**src/rtl/vga_rx_pkg.sv**
```systemverilog
// vga_dot_locator: raster geometry, lock states and colour helpers.
// Geometry is bundled in one struct so a whole raster can be swapped.
package vga_rx_pkg;

    localparam logic [9:0] H_TOTAL     = 10'd800;
    localparam logic [9:0] H_ACT_FIRST = 10'd145;
    localparam logic [9:0] H_ACT_LAST  = 10'd783;
    localparam logic [9:0] V_ACT_FIRST = 10'd36;
    localparam logic [9:0] V_ACT_LAST  = 10'd514;
    localparam logic [9:0] ORIGIN_X    = 10'd170;
    localparam logic [9:0] ORIGIN_Y    = 10'd141;

    typedef struct packed {
        logic [9:0] h_total;
        logic [9:0] h_act_first;
        logic [9:0] h_act_last;
        logic [9:0] v_act_first;
        logic [9:0] v_act_last;
        logic [9:0] origin_x;
        logic [9:0] origin_y;
    } geom_t;

    localparam geom_t GEOM_DEFAULT = '{
        h_total:     H_TOTAL,
        h_act_first: H_ACT_FIRST,
        h_act_last:  H_ACT_LAST,
        v_act_first: V_ACT_FIRST,
        v_act_last:  V_ACT_LAST,
        origin_x:    ORIGIN_X,
        origin_y:    ORIGIN_Y
    };

    typedef enum logic [1:0] {
        SEARCH,
        MEASURE,
        VERIFY,
        LOCKED
    } lock_state_t;

    typedef struct packed {
        logic [7:0] r;
        logic [7:0] g;
        logic [7:0] b;
    } rgb_t;

    localparam logic [7:0] RED_R = 8'hFF;
    localparam logic [7:0] RED_G = 8'h00;
    localparam logic [7:0] RED_B = 8'h00;

    function automatic logic is_red(rgb_t c);
        return (c.r == RED_R) && (c.g == RED_G) && (c.b == RED_B);
    endfunction

    function automatic logic [9:0] sat_inc(logic [9:0] v);
        return (v == 10'h3FF) ? v : v + 10'd1;
    endfunction

endpackage

```
**src/rtl/vga_dot_locator_if.sv**
```systemverilog
// vga_dot_locator: VGA sync and colour bundle.
// The generator side is master, the receiver side is slave.
interface vga_if;

    logic       VGA_HS;
    logic       VGA_VS;
    logic [7:0] VGA_R;
    logic [7:0] VGA_G;
    logic [7:0] VGA_B;

    modport master (
        output VGA_HS, VGA_VS,
        output VGA_R, VGA_G, VGA_B
    );

    modport slave (
        input VGA_HS, VGA_VS,
        input VGA_R, VGA_G, VGA_B
    );

endinterface

```
**src/rtl/vga_sync_tracker.sv**
```systemverilog
// vga_dot_locator: input registers, raster counters and lock FSM.
// Exports the registered pixel with its raster position.
module vga_sync_tracker
    import vga_rx_pkg::*;
#(
    parameter geom_t GEOM = GEOM_DEFAULT
) (
    input  logic        clk25MHz,
    input  logic        reset,
    vga_if.slave        vga,
    output rgb_t        pix,
    output logic [9:0]  rx_x,
    output logic [9:0]  rx_y,
    output logic        fe,
    output logic        fe_pub,
    output logic        locked,
    output logic        lock_lost,
    output logic [9:0]  frame_lines
);

    logic        s_hs, s_vs;
    logic        s_hs_d, s_vs_d;
    logic        hs_rise, vs_rise;
    logic        hs_exempt, h_err;
    logic [9:0]  count;
    logic [9:0]  cand, cand_n, lines_n;
    lock_state_t state, state_n;

    assign hs_rise = s_hs & ~s_hs_d;
    assign vs_rise = s_vs & ~s_vs_d;
    assign fe      = vs_rise;
    assign count   = rx_y + 10'd1;
    assign locked  = (state == LOCKED);

    always_ff @(posedge clk25MHz) begin
        if (reset) begin
            s_hs   <= 1'b0;
            s_vs   <= 1'b0;
            s_hs_d <= 1'b0;
            s_vs_d <= 1'b0;
            pix    <= '0;
            rx_x   <= '0;
            rx_y   <= '0;
        end else begin
            s_hs   <= vga.VGA_HS;
            s_vs   <= vga.VGA_VS;
            s_hs_d <= s_hs;
            s_vs_d <= s_vs;
            pix    <= '{r: vga.VGA_R, g: vga.VGA_G, b: vga.VGA_B};
            rx_x   <= hs_rise ? '0 : sat_inc(rx_x);
            if (hs_rise)
                rx_y <= vs_rise ? '0 : sat_inc(rx_y);
        end
    end

    // The first line after (re)entering MEASURE may start anywhere.
    assign h_err = (state != SEARCH) && (
        (hs_rise && (rx_x != GEOM.h_total - 10'd1) &&
         !(hs_exempt && state == MEASURE)) ||
        (!hs_rise && (rx_x == GEOM.h_total)));

    assign fe_pub = fe && (state == LOCKED) && (state_n == LOCKED);

    always_ff @(posedge clk25MHz) begin
        if (reset) begin
            state       <= SEARCH;
            cand        <= '0;
            frame_lines <= '0;
            lock_lost   <= 1'b0;
            hs_exempt   <= 1'b0;
        end else begin
            state       <= state_n;
            cand        <= cand_n;
            frame_lines <= lines_n;
            lock_lost   <= (state == LOCKED) && (state_n == SEARCH);
            if (state_n == MEASURE && state != MEASURE)
                hs_exempt <= 1'b1;
            else if (hs_rise)
                hs_exempt <= 1'b0;
        end
    end

    always_comb begin
        state_n = state;
        cand_n  = cand;
        lines_n = frame_lines;
        unique case (state)
            SEARCH: begin
                if (fe)
                    state_n = MEASURE;
            end
            MEASURE: begin
                if (h_err) begin
                    state_n = SEARCH;
                end else if (fe) begin
                    cand_n  = count;
                    state_n = VERIFY;
                end
            end
            VERIFY: begin
                if (h_err) begin
                    state_n = SEARCH;
                end else if (fe && count == cand) begin
                    lines_n = cand;
                    state_n = LOCKED;
                end else if (fe) begin
                    cand_n  = count;
                    state_n = MEASURE;
                end
            end
            LOCKED: begin
                if (h_err || (fe && count != frame_lines))
                    state_n = SEARCH;
            end
        endcase
    end

endmodule

```
**src/rtl/vga_dot_locator.sv**
```systemverilog
// vga_dot_locator: locks to the VGA raster and reports the red dot
// position relative to the plot origin once per locked frame.
module vga_dot_locator
    import vga_rx_pkg::*;
#(
    parameter geom_t GEOM = GEOM_DEFAULT
) (
    input  logic        clk25MHz,
    input  logic        reset,
    vga_if.slave        vga,
    output logic        locked,
    output logic        lock_lost,
    output logic [9:0]  frame_lines,
    output logic        dot_valid,
    output logic        dot_found,
    output logic [8:0]  dot_x,
    output logic [8:0]  dot_y
);

    rgb_t       pix;
    logic [9:0] rx_x, rx_y;
    logic [9:0] dx, dy;
    logic       fe, fe_pub;
    logic       in_win, qual, off_ok;
    logic       cap_done, cap_ok;
    logic [8:0] cap_dx, cap_dy;

    vga_sync_tracker #(.GEOM(GEOM)) u_sync (
        .clk25MHz    (clk25MHz),
        .reset       (reset),
        .vga         (vga),
        .pix         (pix),
        .rx_x        (rx_x),
        .rx_y        (rx_y),
        .fe          (fe),
        .fe_pub      (fe_pub),
        .locked      (locked),
        .lock_lost   (lock_lost),
        .frame_lines (frame_lines)
    );

    assign in_win = (rx_x >= GEOM.h_act_first) &&
                    (rx_x <= GEOM.h_act_last) &&
                    (rx_y >= GEOM.v_act_first) &&
                    (rx_y <= GEOM.v_act_last);
    assign qual   = is_red(pix) && in_win;

    // Offsets must be non-negative and fit in 9 bits.
    assign dx     = rx_x - GEOM.origin_x;
    assign dy     = rx_y - GEOM.origin_y;
    assign off_ok = (rx_x >= GEOM.origin_x) && !dx[9] &&
                    (rx_y >= GEOM.origin_y) && !dy[9];

    always_ff @(posedge clk25MHz) begin
        if (reset) begin
            dot_valid <= 1'b0;
            dot_found <= 1'b0;
            dot_x     <= '0;
            dot_y     <= '0;
            cap_done  <= 1'b0;
            cap_ok    <= 1'b0;
            cap_dx    <= '0;
            cap_dy    <= '0;
        end else begin
            dot_valid <= fe_pub;
            if (fe_pub) begin
                dot_found <= cap_ok;
                dot_x     <= cap_dx;
                dot_y     <= cap_dy;
            end
            if (fe) begin
                cap_done <= 1'b0;
                cap_ok   <= 1'b0;
                cap_dx   <= '0;
                cap_dy   <= '0;
            end else if (qual && !cap_done) begin
                cap_done <= 1'b1;
                cap_ok   <= off_ok;
                cap_dx   <= off_ok ? dx[8:0] : '0;
                cap_dy   <= off_ok ? dy[8:0] : '0;
            end
        end
    end

endmodule
```
**src/flat_wrapper.sv**
```systemverilog
// flat-port wrapper written by rule: the top's interface ports become plain ports
module vga_dot_locator_flat import vga_rx_pkg::*;
#(
    parameter geom_t GEOM = GEOM_DEFAULT
)
  (clk25MHz, reset, locked, lock_lost, frame_lines, dot_valid, dot_found, dot_x, dot_y, vga_VGA_HS, vga_VGA_VS, vga_VGA_R, vga_VGA_G, vga_VGA_B);
  vga_if vga_i ();
  input  logic clk25MHz;
  input  logic reset;
  output logic locked;
  output logic lock_lost;
  output logic [9:0] frame_lines;
  output logic dot_valid;
  output logic dot_found;
  output logic [8:0] dot_x;
  output logic [8:0] dot_y;
  input wire logic [$bits(vga_i.VGA_HS)-1:0] vga_VGA_HS;
  input wire logic [$bits(vga_i.VGA_VS)-1:0] vga_VGA_VS;
  input wire logic [$bits(vga_i.VGA_R)-1:0] vga_VGA_R;
  input wire logic [$bits(vga_i.VGA_G)-1:0] vga_VGA_G;
  input wire logic [$bits(vga_i.VGA_B)-1:0] vga_VGA_B;
  assign vga_i.VGA_HS = vga_VGA_HS;
  assign vga_i.VGA_VS = vga_VGA_VS;
  assign vga_i.VGA_R = vga_VGA_R;
  assign vga_i.VGA_G = vga_VGA_G;
  assign vga_i.VGA_B = vga_VGA_B;
  vga_dot_locator #(.GEOM(GEOM)) u_core (.clk25MHz(clk25MHz), .reset(reset), .vga(vga_i), .locked(locked), .lock_lost(lock_lost), .frame_lines(frame_lines), .dot_valid(dot_valid), .dot_found(dot_found), .dot_x(dot_x), .dot_y(dot_y));
endmodule
```
**config.mk**
```make
export PLATFORM = sky130hd
export DESIGN_NAME = vga_dot_locator_flat
export DESIGN_NICKNAME = d
export VERILOG_FILES = /design/src/rtl/vga_rx_pkg.sv /design/src/rtl/vga_dot_locator_if.sv /design/src/rtl/vga_sync_tracker.sv /design/src/rtl/vga_dot_locator.sv /design/src/flat_wrapper.sv
export SDC_FILE = /design/constraint.sdc
export NUM_CORES = 1
export LEC_CHECK = 0
export CAP_MARGIN = 20
export CORE_MARGIN = 2
export CORE_UTILIZATION = 30
export DETAILED_ROUTE_END_ITERATION = 6
export HOLD_SLACK_MARGIN = 0.12
export SYNTH_ARGS = -nofsm -noshare
export SYNTH_HDL_FRONTEND = slang
export SYNTH_SLANG_ARGS = --single-unit
```
**constraint.sdc**
```tcl
create_clock -name clk25MHz -period 7 [get_ports clk25MHz]
set_input_delay 1.4 -clock clk25MHz [delete_from_list [all_inputs] [get_ports clk25MHz]]
set_output_delay 1.4 -clock clk25MHz [all_outputs]
set_load 0.005 [all_outputs]
```
# ---- Word-level counts from Yosys, hierarchy flattened
# Cells that the tools add are included.
dict set report op_classes {
  n_mux 18
  bitwise_logic 5
  eq_ne 17
  addsub 4
  magnitude_cmp 6
  reduce_logical 40
}
# operator count
set ops {}
lappend ops {{$mux W10} 6}
lappend ops {{$eq A10 B10 Y1 const B} 3}
lappend ops {{$ge A10 B8 Y1 const B} 3}
lappend ops {{$logic_and A1 B1 Y1} 21}
lappend ops {{$add A10 B1 Y10 const B} 2}
lappend ops {{$le A10 B10 Y1 const B} 2}
lappend ops {{$pmux W10 S2} 1}
lappend ops {{$sub A10 B8 Y10 const B} 2}
lappend ops {{$mux W9} 2}
lappend ops {{$logic_not A8 Y1} 2}
lappend ops {{$mux W2} 6}
lappend ops {{$eq A10 B10 Y1} 1}
lappend ops {{$ge A10 B6 Y1 const B} 1}
lappend ops {{$ne A10 B10 Y1} 1}
lappend ops {{$ne A10 B10 Y1 const B} 1}
lappend ops {{$eq A8 B8 Y1 const B} 1}
lappend ops {{$ne A2 B2 Y1 const B} 4}
lappend ops {{$pmux W2 S4} 1}
lappend ops {{$eq A2 B2 Y1 const B} 3}
lappend ops {{$reduce_bool A2 Y1} 3}
lappend ops {{$logic_not A1 Y1} 5}
lappend ops {{$eq A2 B1 Y1 const B} 2}
lappend ops {{$logic_not A2 Y1} 2}
lappend ops {{$reduce_and A4 Y1} 1}
lappend ops {{8 further kinds} 14}
dict set report word_totals {
  input_bits 28
  out_inout_bits 32
  regBits 112
}

# ---- Logic depth before layout (Yosys ltp)
dict set report depth {
  ltp_word 12
  depth_mapped 12
  depth_no_buf 9
}

# ---- Hierarchy
# From an unflattened synthesis, not the netlist that was laid out.
dict set report hier_totals {
  cells_unflattened 600
  area_unflattened_um2 5611.6
}
# mod seq_area_each_um2 cells_each area_per_inst_um2 instances
set modules_own_cells {}
lappend modules_own_cells {vga_sync_tracker 1441.4 405 3631.0 1}
lappend modules_own_cells {vga_dot_locator 800.8 195 1980.6 1}

# ---- Worst setup path after synthesis
# OpenSTA, ideal clock, no wires.
dict set report synth_timing {
  kind {register -> register}
  start {reg u_core.u_sync.rx_y[0]}
  end {reg u_core.u_sync.hs_exempt}
  path_stages_with_launch 12
  setup_time_ps 117
  slack_ps 4389
  arrival_ps 2494
  path_cell_list {dfxtp_1 > buf_2 > inv_1 > ha_1 > xor2_1 > nor4_1 > nand4_1 > nor4_1 > and4_1 > buf_4 > o31ai_1 > a32o_1}
}
dict set report synth_via {
  elab_chain_cells 9
}
# element line_no
set synth_lines {}
lappend synth_lines {{start: declaration} vga_sync_tracker.sv:13} ;# output logic [9:0] rx_y,
lappend synth_lines {{start signal: assignment} vga_sync_tracker.sv:52} ;# rx_y <= vs_rise ? '0 : sat_inc(rx_y);
lappend synth_lines {{$add A10 B1 Y10 (*)} vga_sync_tracker.sv:32} ;# assign count = rx_y + 10'd1;
lappend synth_lines {{via u_core.u_sync.count[1]} vga_sync_tracker.sv:25} ;# logic [9:0] count;
lappend synth_lines {{$eq A10 B10 Y1 / $ne A10 B10 Y1 (equally long branches)} {vga_sync_tracker.sv:103, vga_sync_tracker.sv:112}}
lappend synth_lines {{$logic_and A1 B1 Y1, on equally long branches} {vga_sync_tracker.sv:103, vga_sync_tracker.sv:112}}
lappend synth_lines {{$mux W2 / $logic_or A1 B1 Y1 (equally long branches)} {vga_sync_tracker.sv:103, vga_sync_tracker.sv:112}}
lappend synth_lines {{$mux W2, on equally long branches} {vga_sync_tracker.sv:101, vga_sync_tracker.sv:112}}
lappend synth_lines {{$pmux W2 S4 (*)} vga_sync_tracker.sv:87} ;# unique case (state)
lappend synth_lines {{$eq A2 B1 Y1 (*)} vga_sync_tracker.sv:76} ;# if (state_n == MEASURE && state != MEASURE)
lappend synth_lines {{$logic_and A1 B1 Y1 (*)} vga_sync_tracker.sv:76}
lappend synth_lines {{$mux W1 / $reduce_bool A2 Y1 (equally long branches)} --}
lappend synth_lines {{end signal: assignment} vga_sync_tracker.sv:70} ;# hs_exempt <= 1'b0;
lappend synth_lines {{end signal: assignment} vga_sync_tracker.sv:77} ;# hs_exempt <= 1'b1;
lappend synth_lines {{end signal: assignment} vga_sync_tracker.sv:79} ;# hs_exempt <= 1'b0;
lappend synth_lines {{end: declaration} vga_sync_tracker.sv:24} ;# logic hs_exempt, h_err;
# Mark *: on every way through the listed nets, which the timed path passes. The rest lies on a longest branch.
# A chain may end at the register's enable or synchronous reset.

# ---- Worst setup path after layout
dict set report layout_timing {
  start {reg u_core.u_sync.pix[8] (netlist name)}
  end {reg u_core.cap_dy[1]}
}
dict set report layout_via {
  elab_chain_cells 5
}
# element line_no
set layout_lines {}
lappend layout_lines {{$logic_not A8 Y1} vga_rx_pkg.sv:51} ;# return (c.r == RED_R) && (c.g == RED_G) && (c.b == RED_B);
lappend layout_lines {{$logic_and A1 B1 Y1 (2 in a row)} vga_rx_pkg.sv:51}
lappend layout_lines {{$logic_and A1 B1 Y1} vga_dot_locator.sv:46} ;# assign qual = is_red(pix) && in_win;
lappend layout_lines {{$logic_and A1 B1 Y1} vga_dot_locator.sv:76} ;# end else if (qual && !cap_done) begin
lappend layout_lines {{end signal: assignment} vga_dot_locator.sv:80} ;# cap_dy <= off_ok ? dy[8:0] : '0;
lappend layout_lines {{end: declaration} vga_dot_locator.sv:26} ;# logic [8:0] cap_dx, cap_dy;
# No other way between the ends.

==> results.md <==
- Async SR Flop Fraction: 0%
- Syn Std Cell Area: between 5000 and 6000 sq um
- RR Endpoint: u_core.cap_dy[1]
- CTS Buffer Depth: 2
- Final Skew: approximately 10 ps
- Hold_ws: between 400 and 500 ps
- Synthesis-to-layout area growth: 18.54%
- Cell with the most instances after synthesis: dfxtp_1
- Crit-path cells: nor4_1, nand3b_1, nor4_1, nand4_1, a211oi_4, nand2b_1, a21oi_1
- H-tree depth: 3
- WS Path Type: reg2reg
- Seq cells post-synth: roughly 110
- Post-layout nets: 688
- Top area cells in the synthesized netlist: dfxtp_1, a21oi_1, xnor2_1
- EDFF count, synth: 0
- Mean Syn Cell Area: 8.646 sq um
- Endpoint class of the critical path: flip-flop
- Post CTS Setup Buffer Count: 0
- Total Power: 1.297 mW
- Vias in the first global route: 3967
- Highest clock rate: roughly 290 MHz
- Core area: around 17000 sq um
- Final cell count without fillers: 879
- WP data arrival: 3750 ps
- RSZ-0062 raised after global routing: false
- Final HPWL DP: 8591 um
- Reg clk slew, reported paths: 70 ps
- Leak Pwr: 2.175 nW
- Endpoints failing hold: 0
- Final setup fails: 0
- First-pass GRT wire length: around 20000 um
- Via count: 4302
- Worst IR Drop VDD: roughly 0.12 mV
- Post-cts gate resize count: 0
- Initial antenna violation count: 0
- CTS tree: yes
- Status: complete, no violations
- Critical Path Source Type: flip-flop
- Critical Path Max Stage Delay: 1000 ps
- Commonest cells post-synth: dfxtp_1, a21oi_1, nand2_1
- Hold_buf cts: 0
- PwrDens: 203.2 nW/um^2
- Worst slew pin tran: 951.9 ps
- Post-route ant nets: 0
- Worst reg2reg path depth: 7
- Die area: 19040 sq um
- Util after Layout: 36.66%
- Syn nets: roughly 660
- R2r setup slk: 3520 ps
- Sequential fraction of the synthesis area: 41.63%
- Ys Warns: 0
- Synth top area share: 41.63%
- Tmin final: 3478 ps
- Drt via density: 4.894
- Share of cells above drive strength 1: 5.963%
- Synth area leader: dfxtp_1
- Initial DRC Count: 308
- Main synth FF type: dfxtp_1
- TritonCTS Buffers: 9
- Largest net degree at the start of global routing: 77
- Worst-Skew Late Latency: 360 ps
- Max-slew headroom: a little over a third
- Critical Path End: u_core.cap_dy[1]
- Placed cells: 863
- WL per Instance: around 14 um
- Clock Sinks: 112
- Reg2reg start: u_core.u_sync.pix[8]
- Grt total ovfl: 0
- CP max-delay cell: a211oi_4
- # DRC: 0
- IO Count: 60
- Diode count: 0
- Die H: 138.0 um
- CP bufs+invs: 0
- Final Max Slew Viols: 0
- Critical path's top delay family: simple AND/OR/NAND/NOR gates
- Root Driver: clkbuf_16
- Mapped Cells: 623
- Hold/Removal Path Class: reg2reg
- Most used cell, CP: nor4_1
- Worst path depth: 7
- Final setup TNS: 0 ps
- Port bufs: 59
- Max cap viols: 0
- TritonRoute pass-1 iters: 4
- Row cnt: 48
- Worst EP required: 7280 ps
- Overall routing resource usage: between 10% and 20%
- Die W: 138.0 um
- Critical Path Start: u_core.u_sync.pix[8]
- Crit share post-route: between 40 and 50%
- Initial Util: 30.93%
- GP Congestion: 0.8521
- DRT Wirelength: 12300 um
- Distinct cell type count after synthesis: 63
- Crit-path max FO: 21
-- where the power goes --
part	leakage (nW)	switching, mW	internal, mW
logic	1.12	0.0435	0.0391
registers	0.911	0.0126	0.651
clock network	0.148	0.238	0.314
-- area by class of cell --
type / instances / area (sq um)
sequential: 112 / 2242
clock inverter: 7 / 96.34
fill: 1790 / 11030
clock buffer: 9 / 225.2
inverter: 15 / 56.30
tap: 225 / 281.5
timing repair buffer: 61 / 600.6
multi-input combinational: 450 / 2883
-- cells by family after synthesis --
logic type      share of synthesized area, %
mux                                    3.902
buf+inv                                5.017
simple gates                           23.81
xor+xnor                               7.178
compound gates                         15.91
fa+ha+maj                              2.555
flops                                  41.63
-- worst min-delay path by stage --
stage | to | cells past startpoint | slack (ps) | startpoint
2_1_floorplan | u_core.cap_done | 2 | 430 | u_core.cap_done
3_3_place_gp | u_core.cap_dx[3] | 2 | 440 | u_core.cap_dx[3]
3_5_place_dp | u_core.cap_dy[4] | 2 | 450 | u_core.cap_dy[4]
6_report | u_core.cap_dy[4] | 2 | 450 | u_core.cap_dy[4]
5_1_grt | u_core.cap_dx[1] | 2 | 480 | u_core.cap_dx[1]
4_1_cts | u_core.cap_dy[4] | 2 | 460 | u_core.cap_dy[4]
-- placed cells by master, fill, tap and decap left out, drive strengths merged, types with 15 or more instances in the layout --
cell,count
a21oi,61
clkdlybuf4s50,58
dfxtp,112
inv,15
mux2i,21
nand2,59
nand3,26
nor2,55
nor2b,32
nor3,16
o21ai,30
xnor2,26
-- routing by layer --
metal / track usage, % / vias to the layer above / share of wire, %
li1: - / 2207 / -
met5: 0 / - / 0
met4: 4.932 / 0 / 1.7
met3: 3.363 / 15 / 6.5
met2: 20.68 / 125 / 45
met1: 18.93 / 1955 / 47
-- state kept, by name, indices dropped and copies added (netlist names), 10 cells and up --
signal / count
u_core.u_sync.rx_y: 10
u_core.u_sync.rx_x: 10
u_core.u_sync.frame_lines: 10
u_core.u_sync.pix: 24
u_core.u_sync.cand: 10
-- stage by stage --
stage	area [sq um]	setup slack [ps]
after global routing	6385	3033
after global placement	6063	3441
after detailed placement	6063	3379
after floorplan	5386	4389
final	6385	3522
after CTS	6385	3499
-- worst reg2reg max path, stage by stage, from the launching register on --
cell and delay [ps]:
dfxtp_1 300, nor4_1 250, nand3b_1 100, nor4_1 520, nand4_1 860, a211oi_4 1000
nand2b_1 200, a21oi_1 170
Note: power is estimated with default switching activity, not from simulation.
